$ cat src/rtl/regfile_mp.sv
// regfile_mp: parametrised register file with one handshaked write port,
// N_RD independent registered read ports, write-first bypass, out-of-range
// flagging and a one-entry-per-cycle clear engine.
module regfile_mp #(
   parameter int DATA_W = 8,
   parameter int DEPTH  = 12,
   parameter int ADDR_W = 4,
   parameter int N_RD   = 2
) (
   input  logic                     clk,
   input  logic                     rst_n,
   input  logic                     wr_valid,
   output logic                     wr_ready,
   input  logic [ADDR_W-1:0]        wr_addr,
   input  logic [DATA_W-1:0]        wr_data,
   output logic                     wr_err,
   input  logic [N_RD-1:0]          rd_en,
   input  logic [N_RD*ADDR_W-1:0]   rd_addr,
   output logic [N_RD*DATA_W-1:0]   rd_data,
   output logic [N_RD-1:0]          rd_valid,
   output logic [N_RD-1:0]          rd_err,
   input  logic                     clr_req,
   output logic                     busy,
   output logic                     clr_done
);

   typedef enum logic {IDLE, CLEAR} state_t;

   localparam logic [ADDR_W:0]   DEPTH_C = (ADDR_W+1)'(DEPTH);
   localparam logic [ADDR_W-1:0] LAST    = ADDR_W'(DEPTH-1);

   state_t              state, state_nx;
   logic [ADDR_W-1:0]   ptr, ptr_nx;
   logic [DATA_W-1:0]   mem [DEPTH];
   logic                wr_acc;
   logic                wr_in;
   logic                clr_wr;

   assign wr_ready = (state == IDLE) & ~clr_req;
   assign wr_acc   = wr_valid & wr_ready;
   assign wr_in    = ({1'b0, wr_addr} < DEPTH_C);
   assign clr_wr   = (state == CLEAR);
   assign busy     = (state == CLEAR);

   // Next-state logic: clear request wins over a same-cycle write.
   always_comb begin
      state_nx = state;
      ptr_nx   = ptr;
      case (state)
         IDLE: begin
            if (clr_req) begin
               state_nx = CLEAR;
               ptr_nx   = '0;
            end
         end
         CLEAR: begin
            if (ptr == LAST) begin
               state_nx = IDLE;
               ptr_nx   = '0;
            end else begin
               ptr_nx = ptr + ADDR_W'(1);
            end
         end
         default: begin
            state_nx = IDLE;
            ptr_nx   = '0;
         end
      endcase
   end

   // State, clear pointer and the one-cycle status pulses.
   always_ff @(posedge clk or negedge rst_n) begin
      if (!rst_n) begin
         state    <= IDLE;
         ptr      <= '0;
         wr_err   <= 1'b0;
         clr_done <= 1'b0;
      end else begin
         state    <= state_nx;
         ptr      <= ptr_nx;
         wr_err   <= wr_acc & ~wr_in;
         clr_done <= (state == CLEAR) && (ptr == LAST);
      end
   end

   // Storage: accepted in-range writes, or the clear engine zeroing one entry.
   always_ff @(posedge clk or negedge rst_n) begin
      if (!rst_n) begin
         for (int unsigned i = 0; i < DEPTH; i++) begin
            mem[i] <= '0;
         end
      end else if (wr_acc && wr_in) begin
         mem[wr_addr] <= wr_data;
      end else if (clr_wr) begin
         mem[ptr] <= '0;
      end
   end

   for (genvar g = 0; g < N_RD; g++) begin : g_rd
      logic [ADDR_W-1:0] ra;
      logic              oor;
      logic              hit_wr;
      logic              hit_clr;
      logic [DATA_W-1:0] d_nx;
      logic [DATA_W-1:0] d_q;
      logic              v_q;
      logic              e_q;

      assign ra      = rd_addr[g*ADDR_W +: ADDR_W];
      assign oor     = ({1'b0, ra} >= DEPTH_C);
      assign hit_wr  = wr_acc & wr_in & (wr_addr == ra);
      assign hit_clr = clr_wr & (ptr == ra);

      // Read mux: out-of-range reads return zero; same-edge writes bypass storage.
      always_comb begin
         d_nx = '0;
         if (oor) begin
            d_nx = '0;
         end else if (hit_wr) begin
            d_nx = wr_data;
         end else if (hit_clr) begin
            d_nx = '0;
         end else begin
            d_nx = mem[ra];
         end
      end

      // Registered read outputs; data holds when the port is not strobed.
      always_ff @(posedge clk or negedge rst_n) begin
         if (!rst_n) begin
            d_q <= '0;
            v_q <= 1'b0;
            e_q <= 1'b0;
         end else begin
            v_q <= rd_en[g];
            e_q <= rd_en[g] & oor;
            if (rd_en[g]) begin
               d_q <= d_nx;
            end
         end
      end

      assign rd_data[g*DATA_W +: DATA_W] = d_q;
      assign rd_valid[g]                 = v_q;
      assign rd_err[g]                   = e_q;
   end

endmodule

$ cat config.mk
export PLATFORM = sky130hd
export DESIGN_NAME = regfile_mp
export DESIGN_NICKNAME = d
export VERILOG_FILES = /design/src/rtl/regfile_mp.sv
export SDC_FILE = /design/constraint.sdc
export NUM_CORES = 1
export LEC_CHECK = 0
export ABC_AREA = 1
export BUFFER_PORTS_ARGS = -buffer_cell sky130_fd_sc_hd__buf_2
export CORE_ASPECT_RATIO = 0.5
export CORE_MARGIN = 10
export CORE_UTILIZATION = 45
export DETAILED_ROUTE_END_ITERATION = 10
export HOLD_SLACK_MARGIN = 0.02
export SYNTH_ARGS = -nofsm -noshare
export SYNTH_HDL_FRONTEND = slang
export SYNTH_SLANG_ARGS = --single-unit
$ cat constraint.sdc
create_clock -name clk -period 2 [get_ports clk]
set_input_delay 0.3 -clock clk [delete_from_list [all_inputs] [get_ports clk]]
set_output_delay 0.3 -clock clk [all_outputs]
set_load 0.005 [all_outputs]
==> flow_summary.json, run 1 <==
{
  "finalSetupTns_ns": 0,
  "via_per_inst": 5.40,
  "detailedPlacementHpwl_um": 19100,
  "ctsResizeCount": 0,
  "min_period_ns": 1.82,
  "synth_seq_area_share": 0.422,
  "critical_path_class": "reg2reg",
  "final_worst_setup_slack_ns": 0.182,
  "synthArstFlopShare": 1.00,
  "drt-total-wl_um": 27000,
  "die-height_um": 110,
  "grt_pass1_wl_um": 42300,
  "crit-reg2reg-launch": "ptr[3]",
  "grt_setup_unrepaired": "no",
  "leakagePower_nw": 4.38,
  "synthDominantCellAreaShare": 0.422,
  "firstDrtPassIters": 6,
  "finalCoreUtilization": 0.550,
  "pwr_density_cell_nw_per_um2": 979,
  "clock_sink_count": 123,
  "skew_ns": 0.0117,
  "drt_first_iter_violations": 711,
  "min_path_type": "in2reg",
  "io_buffer_count": 49,
  "cp.arrival_ns": 2.14,
  "worst_setup_hold_path_clk_slew_ns": 0.06,
  "hold_start": "wr_data[5]",
  "grt_util_all_layers": 0.256,
  "finish.net_count": 1185,
  "synth_top_flop_cell": "dfrtp_1",
  "capturing_element_type_of_the_critical_path": "flip-flop",
  "cts-root-to-sink-buffers": 2,
  "slew_headroom": 0.479,
  "vdd.ir_drop.worst_v": 0.000646,
  "netSwitchingFraction": 0.354,
  "switching_power_w": 0.00298,
  "grt.overflow.total": 0,
  "clock_root_cell": "clkbuf_16",
  "first_global_vias": 7135,
  "sequentialPowerShare": 0.359,
  "synth_edf_count": 0,
  "placement_rows": 32,
  "die_w_um": 200,
  "gp_congestion": 1.06,
  "syn_to_final_growth_pct": 18.0,
  "final.period_utilization": 0.909,
  "synthTopCellsByArea": "dfrtp_1 42%, nand2_1 27%, nand3_1 7.9%",
  "layout.cell_area.non_filler_um2": 8600,
  "yosys_warnings": 0,
  "netlist_instances": 1093,
  "htreeDepth": 4,
  "critical_path.startpoint": "ptr[3]",
  "starting_density": 0.466,
  "clock_latency_ns": 0.43,
  "p_int_w": 0.00544,
  "initial_antenna_violation_count": 0,
  "vias": 7496,
  "tritoncts.num_buffers": 17,
  "layout_cell_share_with_drive_strength_beyond_1": 0.120,
  "synth.largest_area_cell": "dfrtp_1",
  "pwr-share-comb": 0.253,
  "transition_time_of_the_tightest_slew_check_pin_ns": 0.777,
  "placement.setup.worst_slack_ns": 0.127,
  "dpl_cell_area_um2": 7960,
  "route.detailed.wl_per_inst_um": 19.4,
  "cap_viol_max_count": 0,
  "critical_path_launch_point_type": "flip-flop",
  "result_of_the_run": "completed",
  "critical_path_required_ns": 2.32,
  "fmax_mhz": 550,
  "postSynthRegisterBits": 123,
  "netlist_area_um2": 7290,
  "drtAntennaViolNets": 0,
  "syn_area_per_cell_um2": 6.67,
  "clock_share_of_power": 0.388,
  "hold_viol_final": 0,
  "largest_net_degree_at_the_start_of_global_routing": 124,
  "worstPathMaxFanout": 8,
  "slew_violations": 0,
  "clock_tree_from_tritoncts": "yes",
  "drc": 0,
  "floorplan.die_area_um2": 22000,
  "floorplan.core_area_um2": 15700,
  "ys_types": 29,
  "cts_post_setup_buffers_inserted": 0,
  "timing.final.setup_violations": 0,
  "pin_count": 50,
  "synth_nets": 1123,
  "diodes": 0
}
[worst max-delay path: stages, from the launching register on]
cell      delay [ns]
dfrtp_1         0.51
inv_1           0.14
nand2_1         0.08
nand2_1         0.04
nor2_1          0.10
nand3_1         0.35
nand2_1         0.24
o21bai_1        0.11
nand2_1         0.08
nand2_1         0.05
[routing by layer]
metal,wire [um],vias to the layer above,global-route usage,part of all wire
met5,0,-,0,0
met4,690,0,0.0811,0.026
met3,3050,59,0.0883,0.11
met2,11300,357,0.381,0.42
met1,11900,3512,0.345,0.44
li1,-,3568,-,-
[Yosys cell counts, types with 3 or more instances]
library cell / n
nand2_1: 518
dfrtp_1: 123
nand3_1: 115
inv_1: 93
o21ai_0: 88
clkbuf_1: 34
nor2_1: 29
o21bai_1: 16
o22ai_1: 16
buf_2: 9
buf_4: 6
clkinv_1: 5
nor3_1: 5
ha_1: 4
o21ai_1: 4
a21oi_1: 3
a21oi_2: 3
nand4_1: 3
nor2_4: 3
o21ai_2: 3
[power by group through the flow]
stage                     clock (W)  combinational (W)  sequential (W)
after global routing        0.00341            0.00238         0.00306
after floorplan                   0            0.00132         0.00297
after detailed placement          0            0.00209         0.00306
final                       0.00327            0.00213         0.00302
after CTS                   0.00331            0.00210         0.00302
after global placement            0            0.00207         0.00305
[layout make-up]
cell class,instances,area (um^2)
clock inverters,15,188
inverters,99,372
fillers,1573,7050
multi-input cells,818,3590
well taps,221,277
clock buffers,17,425
flip-flops and latches,123,3080
repair buffers,96,671
[worst paths after layout]
kind / cells after the start / to / slack, ns
worst max-delay path: 9 / g_rd[0].d_q[5] / 0.18
worst min-delay path: 3 / mem[77] / 0.11
worst max register to register: 9 / g_rd[0].d_q[5] / 0.18
worst min register to register: 2 / g_rd[0].d_q[1] / 0.47
max in group asynchronous: 3 / mem[14] / 0.93
min in group asynchronous: 3 / mem[36] / 0.49
[sequential cells by signal (all words and copies together), names as in the netlist]
signal / count
g_rd.v_q: 2
ptr: 4
clr_done: 1
mem: 96
g_rd.d_q: 16
busy: 1
g_rd.e_q: 2
wr_err: 1
[timing repair]
action	in CTS	in global routing
hold buffers	3	0
endpoints found under the hold margin	34	0
setup endpoints to repair	0	0
[per-stage QoR]
stage | instances | hold slack [ns] | power [W]
detailed placement | 1354 | 0.428 | 0.00515
finish | 1389 | 0.112 | 0.00842
global route | 1389 | 0.119 | 0.00885
global placement | 1354 | 0.429 | 0.00513
floorplan | 1093 | 0.00441 | 0.00429
CTS | 1389 | 0.107 | 0.00842
[logic make-up (layout without fill, tap and decap cells)]
logic type                 after synthesis  after routing  synth area share
buffers and inverters                  152            227            0.0849
AOI/OAI and AO/OA                      133            133             0.103
adders and majority gates                4              4           0.00686
DFF                                    123            123             0.422
xor gates and xnor gates                 3              3           0.00360
and+or+nand+nor                        678            678             0.380
[cells in the final DEF, fill, tap and decap left out, drive strengths merged, types with 4 or more instances in the layout]
cell type,instances
nand2,519
dfrtp,123
nand3,115
inv,100
o21ai,95
buf,93
nor2,33
clkbuf,17
o22ai,16
o21bai,16
clkinv,9
nor3,7
a21oi,6
ha,4
nand4,4
Power figures use the tool's default switching activity.
==> run 2, diff against run 1 <==
--- a/config.mk
+++ b/config.mk
@@ -6,12 +6,14 @@
 export NUM_CORES = 1
 export LEC_CHECK = 0
 export ABC_AREA = 1
-export BUFFER_PORTS_ARGS = -buffer_cell sky130_fd_sc_hd__buf_2
+export BUFFER_PORTS_ARGS = -buffer_cell sky130_fd_sc_hd__buf_4
 export CORE_ASPECT_RATIO = 0.5
 export CORE_MARGIN = 10
 export CORE_UTILIZATION = 45
 export DETAILED_ROUTE_END_ITERATION = 10
 export HOLD_SLACK_MARGIN = 0.02
+export PLACE_DENSITY = 0.61
+export RECOVER_POWER = 25
 export SYNTH_ARGS = -nofsm -noshare
 export SYNTH_HDL_FRONTEND = slang
 export SYNTH_SLANG_ARGS = --single-unit
==> run 2 against run 1 <==
Register-to-register slack improved by 0.08 ns. Non-clock buffer count down 1. Critical path type unchanged. Combinational power is 3% higher. Via count up 1.5%. Clock skew fell by 0.00054 ns.
==> flow_summary.json, run 2 (same netlist as run 1, synthesis figures left out) <==
{
  "result_of_the_run": "completed",
  "critical_path_launch_point_type": "flip-flop",
  "worstPathMaxFanout": 8,
  "first_global_vias": 7122,
  "transition_time_of_the_tightest_slew_check_pin_ns": 0.799,
  "leading_cell_type_in_the_layout_fill_and_taps_excluded": "nand2_1",
  "vdd.ir_drop.worst_v": 0.000611,
  "die-height_um": 110,
  "reg.largest.list": "mem x96, g_rd.d_q x16, ptr x4",
  "io_buffer_count": 49,
  "clock_sink_count": 123,
  "placement.setup.worst_slack_ns": 0.218,
  "initial_antenna_violation_count": 1,
  "pwr_density_cell_nw_per_um2": 946,
  "gp_congestion": 0.985,
  "die_w_um": 200,
  "finalSetupTns_ns": 0,
  "placement_rows": 32,
  "syn_to_final_growth_pct": 18.8,
  "firstDrtPassIters": 6,
  "largest_net_degree_at_the_start_of_global_routing": 51,
  "clock_root_cell": "clkbuf_16",
  "pin_count": 50,
  "tritoncts.num_buffers": 17,
  "met1_capacity_usage_during_global_routing": 0.377,
  "htreeDepth": 4,
  "drc": 0,
  "leakagePower_nw": 4.37,
  "drtAntennaViolNets": 0,
  "top_register": "mem",
  "layout_common_cells": "518 x nand2_1, 123 x dfrtp_1, 115 x nand3_1",
  "slew_violations": 0,
  "cts_post_setup_buffers_inserted": 0,
  "critical_path_required_ns": 2.32,
  "switching_power_w": 0.00296,
  "clock_tree_from_tritoncts": "yes",
  "final.period_utilization": 0.869,
  "drt-total-wl_um": 28100,
  "slew_headroom": 0.468,
  "critical_path_class": "reg2reg",
  "sequentialPowerShare": 0.369,
  "grt_pass1_wl_um": 43500,
  "cts-root-to-sink-buffers": 2,
  "final_worst_setup_slack_ns": 0.261,
  "worst_setup_hold_path_clk_slew_ns": 0.06,
  "floorplan.core_area_um2": 15700,
  "grt.overflow.total": 0,
  "grt_setup_unrepaired": "no",
  "vias": 7608,
  "finish.net_count": 1184,
  "grt.met2_usage": 0.380,
  "capturing_element_type_of_the_critical_path": "flip-flop",
  "cap_viol_max_count": 0,
  "clock_latency_ns": 0.43,
  "detailedPlacementHpwl_um": 20100,
  "starting_density": 0.466,
  "netSwitchingFraction": 0.361,
  "grt_util_all_layers": 0.264,
  "diodes": 0,
  "clock_share_of_power": 0.363,
  "timing.final.setup_violations": 0,
  "route.detailed.wl_per_inst_um": 20.2,
  "cp.arrival_ns": 2.06,
  "min_period_ns": 1.74,
  "fmax_mhz": 575,
  "min_path_type": "in2reg",
  "drt_first_iter_violations": 1007,
  "hold_viol_final": 0,
  "globalRouteMet3Util": 0.0865,
  "via_per_inst": 5.48,
  "p_int_w": 0.00524,
  "floorplan.die_area_um2": 22000,
  "largest_register_ff_count": 96,
  "layout_cell_share_with_drive_strength_beyond_1": 0.119,
  "gr_peak_layer": "met2",
  "skew_ns": 0.0112,
  "pwr-share-comb": 0.267
}
[run 2: cell count changes in the layout (fill, tap and decap cells not counted), sizes merged]
cell      previous run  this run
buf                 93        88
clkbuf              17        22
inv                100        95
clkinv               9        13
bufinv               3         1
clkinvlp             2         4
[run 2: path summary, 6_finish.rpt]
| check | from | to | slack (ns) | depth (start not counted) |
|---|---|---|---|---|
| setup / recovery | ptr[0] | g_rd[1].d_q[5] | 0.26 | 9 |
| hold / removal | wr_data[5] | mem[85] | 0.11 | 3 |
| setup reg to reg | ptr[0] | g_rd[1].d_q[5] | 0.26 | 9 |
| hold reg to reg | g_rd[0].d_q[5] | g_rd[0].d_q[5] | 0.48 | 2 |
| max in group asynchronous | rst_n | g_rd[0].d_q[0] | 0.39 | 3 |
| min in group asynchronous | rst_n | mem[4] | 0.49 | 2 |
[run 2: stage by stage]
stage          utilization  hold WS [ns]  instance area, um^2  cells  power (W)
3_5_place_dp         0.517         0.262                 8090   1353    0.00519
2_1_floorplan            -       0.00441                 7290   1093    0.00429
3_3_place_gp         0.517         0.258                 8090   1353    0.00518
6_report             0.553         0.108                 8660   1388    0.00820
4_1_cts              0.554        0.0960                 8680   1388    0.00818
5_1_grt              0.553         0.106                 8660   1388    0.00861
[run 2: what timing repair did]
action / in CTS / in global routing
endpoints found under the hold margin: 28 / 0
hold buffers: 3 / 0
gates resized for setup: 0 / 0
[run 2: power groups by stage]
stage,Sequential [W],Combinational (W),Clock (W)
finish,0.00303,0.00219,0.00298
global route,0.00306,0.00243,0.00312
CTS,0.00302,0.00215,0.00302
detailed placement,0.00306,0.00213,0
global placement,0.00305,0.00213,0
floorplan,0.00297,0.00132,0
[run 2: final cells by class]
| class | count | area [um^2] |
|---|---|---|
| Clock buffer | 18 | 439 |
| Fill cell | 1556 | 6990 |
| Multi-Input combinational cell | 818 | 3590 |
| Tap cell | 221 | 277 |
| Timing Repair Buffer | 95 | 781 |
| Clock inverter | 14 | 124 |
| Inverter | 99 | 372 |
| Sequential cell | 123 | 3080 |
[run 2: worst max-delay path, cell delays in order, from the launching register on]
cell and delay (ns):
dfrtp_1 0.49, inv_1 0.15, nand2_1 0.09, nand2_1 0.05, nor2_1 0.10, nand3_1 0.29, nand2_1 0.24, o21bai_1 0.09
nand2_1 0.07, nand2_1 0.04
[run 2: metal layers]
metal / part of all wire / up-vias
met5: 0 / -
met4: 0.014 / 0
met3: 0.11 / 37
met2: 0.41 / 394
met1: 0.46 / 3607
li1: - / 3570
==> run 3, diff against run 2 <==
--- a/config.mk
+++ b/config.mk
@@ -10,9 +10,10 @@
 export CORE_ASPECT_RATIO = 0.5
 export CORE_MARGIN = 10
 export CORE_UTILIZATION = 45
+export CTS_BUF_LIST = sky130_fd_sc_hd__clkbuf_4
 export DETAILED_ROUTE_END_ITERATION = 10
 export HOLD_SLACK_MARGIN = 0.02
-export PLACE_DENSITY = 0.61
+export PLACE_DENSITY = 0.7
 export RECOVER_POWER = 25
 export SYNTH_ARGS = -nofsm -noshare
 export SYNTH_HDL_FRONTEND = slang
==> run 3 against run 2 <==
Design area decreased by 2.5%. Utilization is 1.4 points lower. Global-route usage shrank 2.9 points. Total power decreased by 13%.
==> flow_summary.json, run 3 (same netlist as run 1, synthesis figures left out) <==
{
  "worstPathMaxFanout": 8,
  "worst_setup_hold_path_clk_slew_ns": 0.13,
  "via_per_inst": 5.49,
  "vias": 7623,
  "layout_cell_share_with_drive_strength_beyond_1": 0.109,
  "largest_register_ff_count": 96,
  "reg.largest.list": "mem x96, g_rd.d_q x16, ptr x4",
  "first_global_vias": 7103,
  "grt_pass1_wl_um": 39800,
  "cts-root-to-sink-buffers": 2,
  "drtAntennaViolNets": 0,
  "cap_viol_max_count": 0,
  "finish.net_count": 1183,
  "fillerInstances": 1541,
  "drt-total-wl_um": 25500,
  "largest_net_degree_at_the_start_of_global_routing": 55,
  "final.period_utilization": 0.928,
  "clock_tree_from_tritoncts": "yes",
  "area_of_the_multi_input_gates_um2": 3610,
  "leading_cell_type_in_the_layout_fill_and_taps_excluded": "nand2_1",
  "clock_sink_count": 123,
  "top_register": "mem",
  "htreeDepth": 4,
  "route.detailed.wl_per_inst_um": 18.4,
  "die_w_um": 200,
  "drt_first_iter_violations": 999,
  "tritoncts.num_buffers": 17,
  "grt_setup_unrepaired": "no",
  "slew_headroom": 0.185,
  "result_of_the_run": "completed",
  "grt_util_all_layers": 0.235,
  "floorplan.die_area_um2": 22000,
  "critical_path_launch_point_type": "flip-flop",
  "pwr_density_cell_nw_per_um2": 847,
  "placement_rows": 32,
  "die-height_um": 110,
  "capturing_element_type_of_the_critical_path": "flip-flop",
  "gp_congestion": 0.963,
  "syn_to_final_growth_pct": 15.9,
  "grt.overflow.total": 0,
  "skew_ns": 0.0238,
  "slew_violations": 0,
  "timing.final.setup_violations": 0,
  "critical_path_required_ns": 2.45,
  "hold_viol_final": 0,
  "cp.arrival_ns": 2.31,
  "initial_antenna_violation_count": 1,
  "min_period_ns": 1.86,
  "critical_path_class": "reg2reg",
  "pin_count": 50,
  "dpl_cell_area_um2": 8000,
  "starting_density": 0.466,
  "layout_common_cells": "518 x nand2_1, 123 x dfrtp_1, 115 x nand3_1",
  "vdd.ir_drop.worst_v": 0.000366,
  "min_path_type": "in2reg",
  "total_area_of_sequential_cells_um2": 3080,
  "io_buffer_count": 49,
  "floorplan.core_area_um2": 15700,
  "clock_root_cell": "clkbuf_4",
  "finalSetupTns_ns": 0,
  "fmax_mhz": 539,
  "clock_latency_ns": 0.53,
  "leakagePower_nw": 4.25,
  "layout.cell_area.non_filler_um2": 8450,
  "firstDrtPassIters": 6,
  "detailedPlacementHpwl_um": 17900,
  "transition_time_of_the_tightest_slew_check_pin_ns": 1.22,
  "drc": 0
}
[run 3: timing repair]
action | 4_1_cts | 5_1_grt
setup buffers | 0 | 0
resized for setup | 0 | 2
endpoints found under the hold margin | 142 | 1
setup endpoints to repair | 0 | 8
hold buffers | 12 | 1
[run 3: stage by stage]
step | worst slack (ns) | cells | utilization | hold slack, ns | total power, W
after floorplan | 0.415 | 1093 | - | 0.00441 | 0.00429
after global placement | 0.187 | 1342 | 0.511 | 0.207 | 0.00512
after detailed placement | 0.167 | 1342 | 0.511 | 0.206 | 0.00514
after CTS | 0.120 | 1386 | 0.539 | 0.0237 | 0.00710
after global routing | 0.00378 | 1388 | 0.540 | 0.0301 | 0.00757
final | 0.145 | 1388 | 0.540 | 0.0668 | 0.00716
[run 3: report_power, final]
group | leakage [nW] | switching, W | internal (W)
Combinational | 2.41 | 0.00145 | 0.000724
Sequential | 1.68 | 0.000253 | 0.00277
Clock | 0.152 | 0.00109 | 0.000884
Total | 4.25 | 0.00278 | 0.00437
[run 3: path summary, 6_finish.rpt]
kind | startpoint | end | slack [ns] | depth (start not counted)
max in group asynchronous | rst_n | mem[75] | 0.55 | 3
min in group asynchronous | rst_n | mem[44] | 0.53 | 2
setup / recovery | ptr[0] | mem[92] | 0.14 | 7
hold / removal | wr_addr[2] | wr_err | 0.07 | 3
setup reg to reg | ptr[0] | mem[92] | 0.14 | 7
hold reg to reg | g_rd[0].d_q[7] | g_rd[0].d_q[7] | 0.50 | 2
[run 3: cell type report]
| cell class | instances | area share |
|---|---|---|
| Antenna cell | 1 | 0.000296 |
| Clock buffer | 18 | 0.0160 |
| Clock inverter | 14 | 0.0204 |
| Inverter | 99 | 0.0440 |
| Multi-Input combinational cell | 818 | 0.427 |
| Sequential cell | 123 | 0.364 |
| Tap cell | 221 | 0.0327 |
| Timing Repair Buffer | 94 | 0.0958 |
[run 3: critical path: stages (launching register included)]
cell	delay (ns)
dfrtp_1	0.51
inv_1	0.16
ha_1	0.22
inv_1	0.11
nor3_1	0.08
o21ai_2	0.48
nand2_1	0.11
o21ai_0	0.11
[run 3: metal layers]
layer	up-vias	share of wire	wire (um)	GRT usage
met5	-	0	0	0
met4	0	0.017	436	0.0671
met3	44	0.12	3130	0.0765
met1	3614	0.44	11100	0.322
met2	407	0.42	10800	0.349
li1	3558	-	-	-
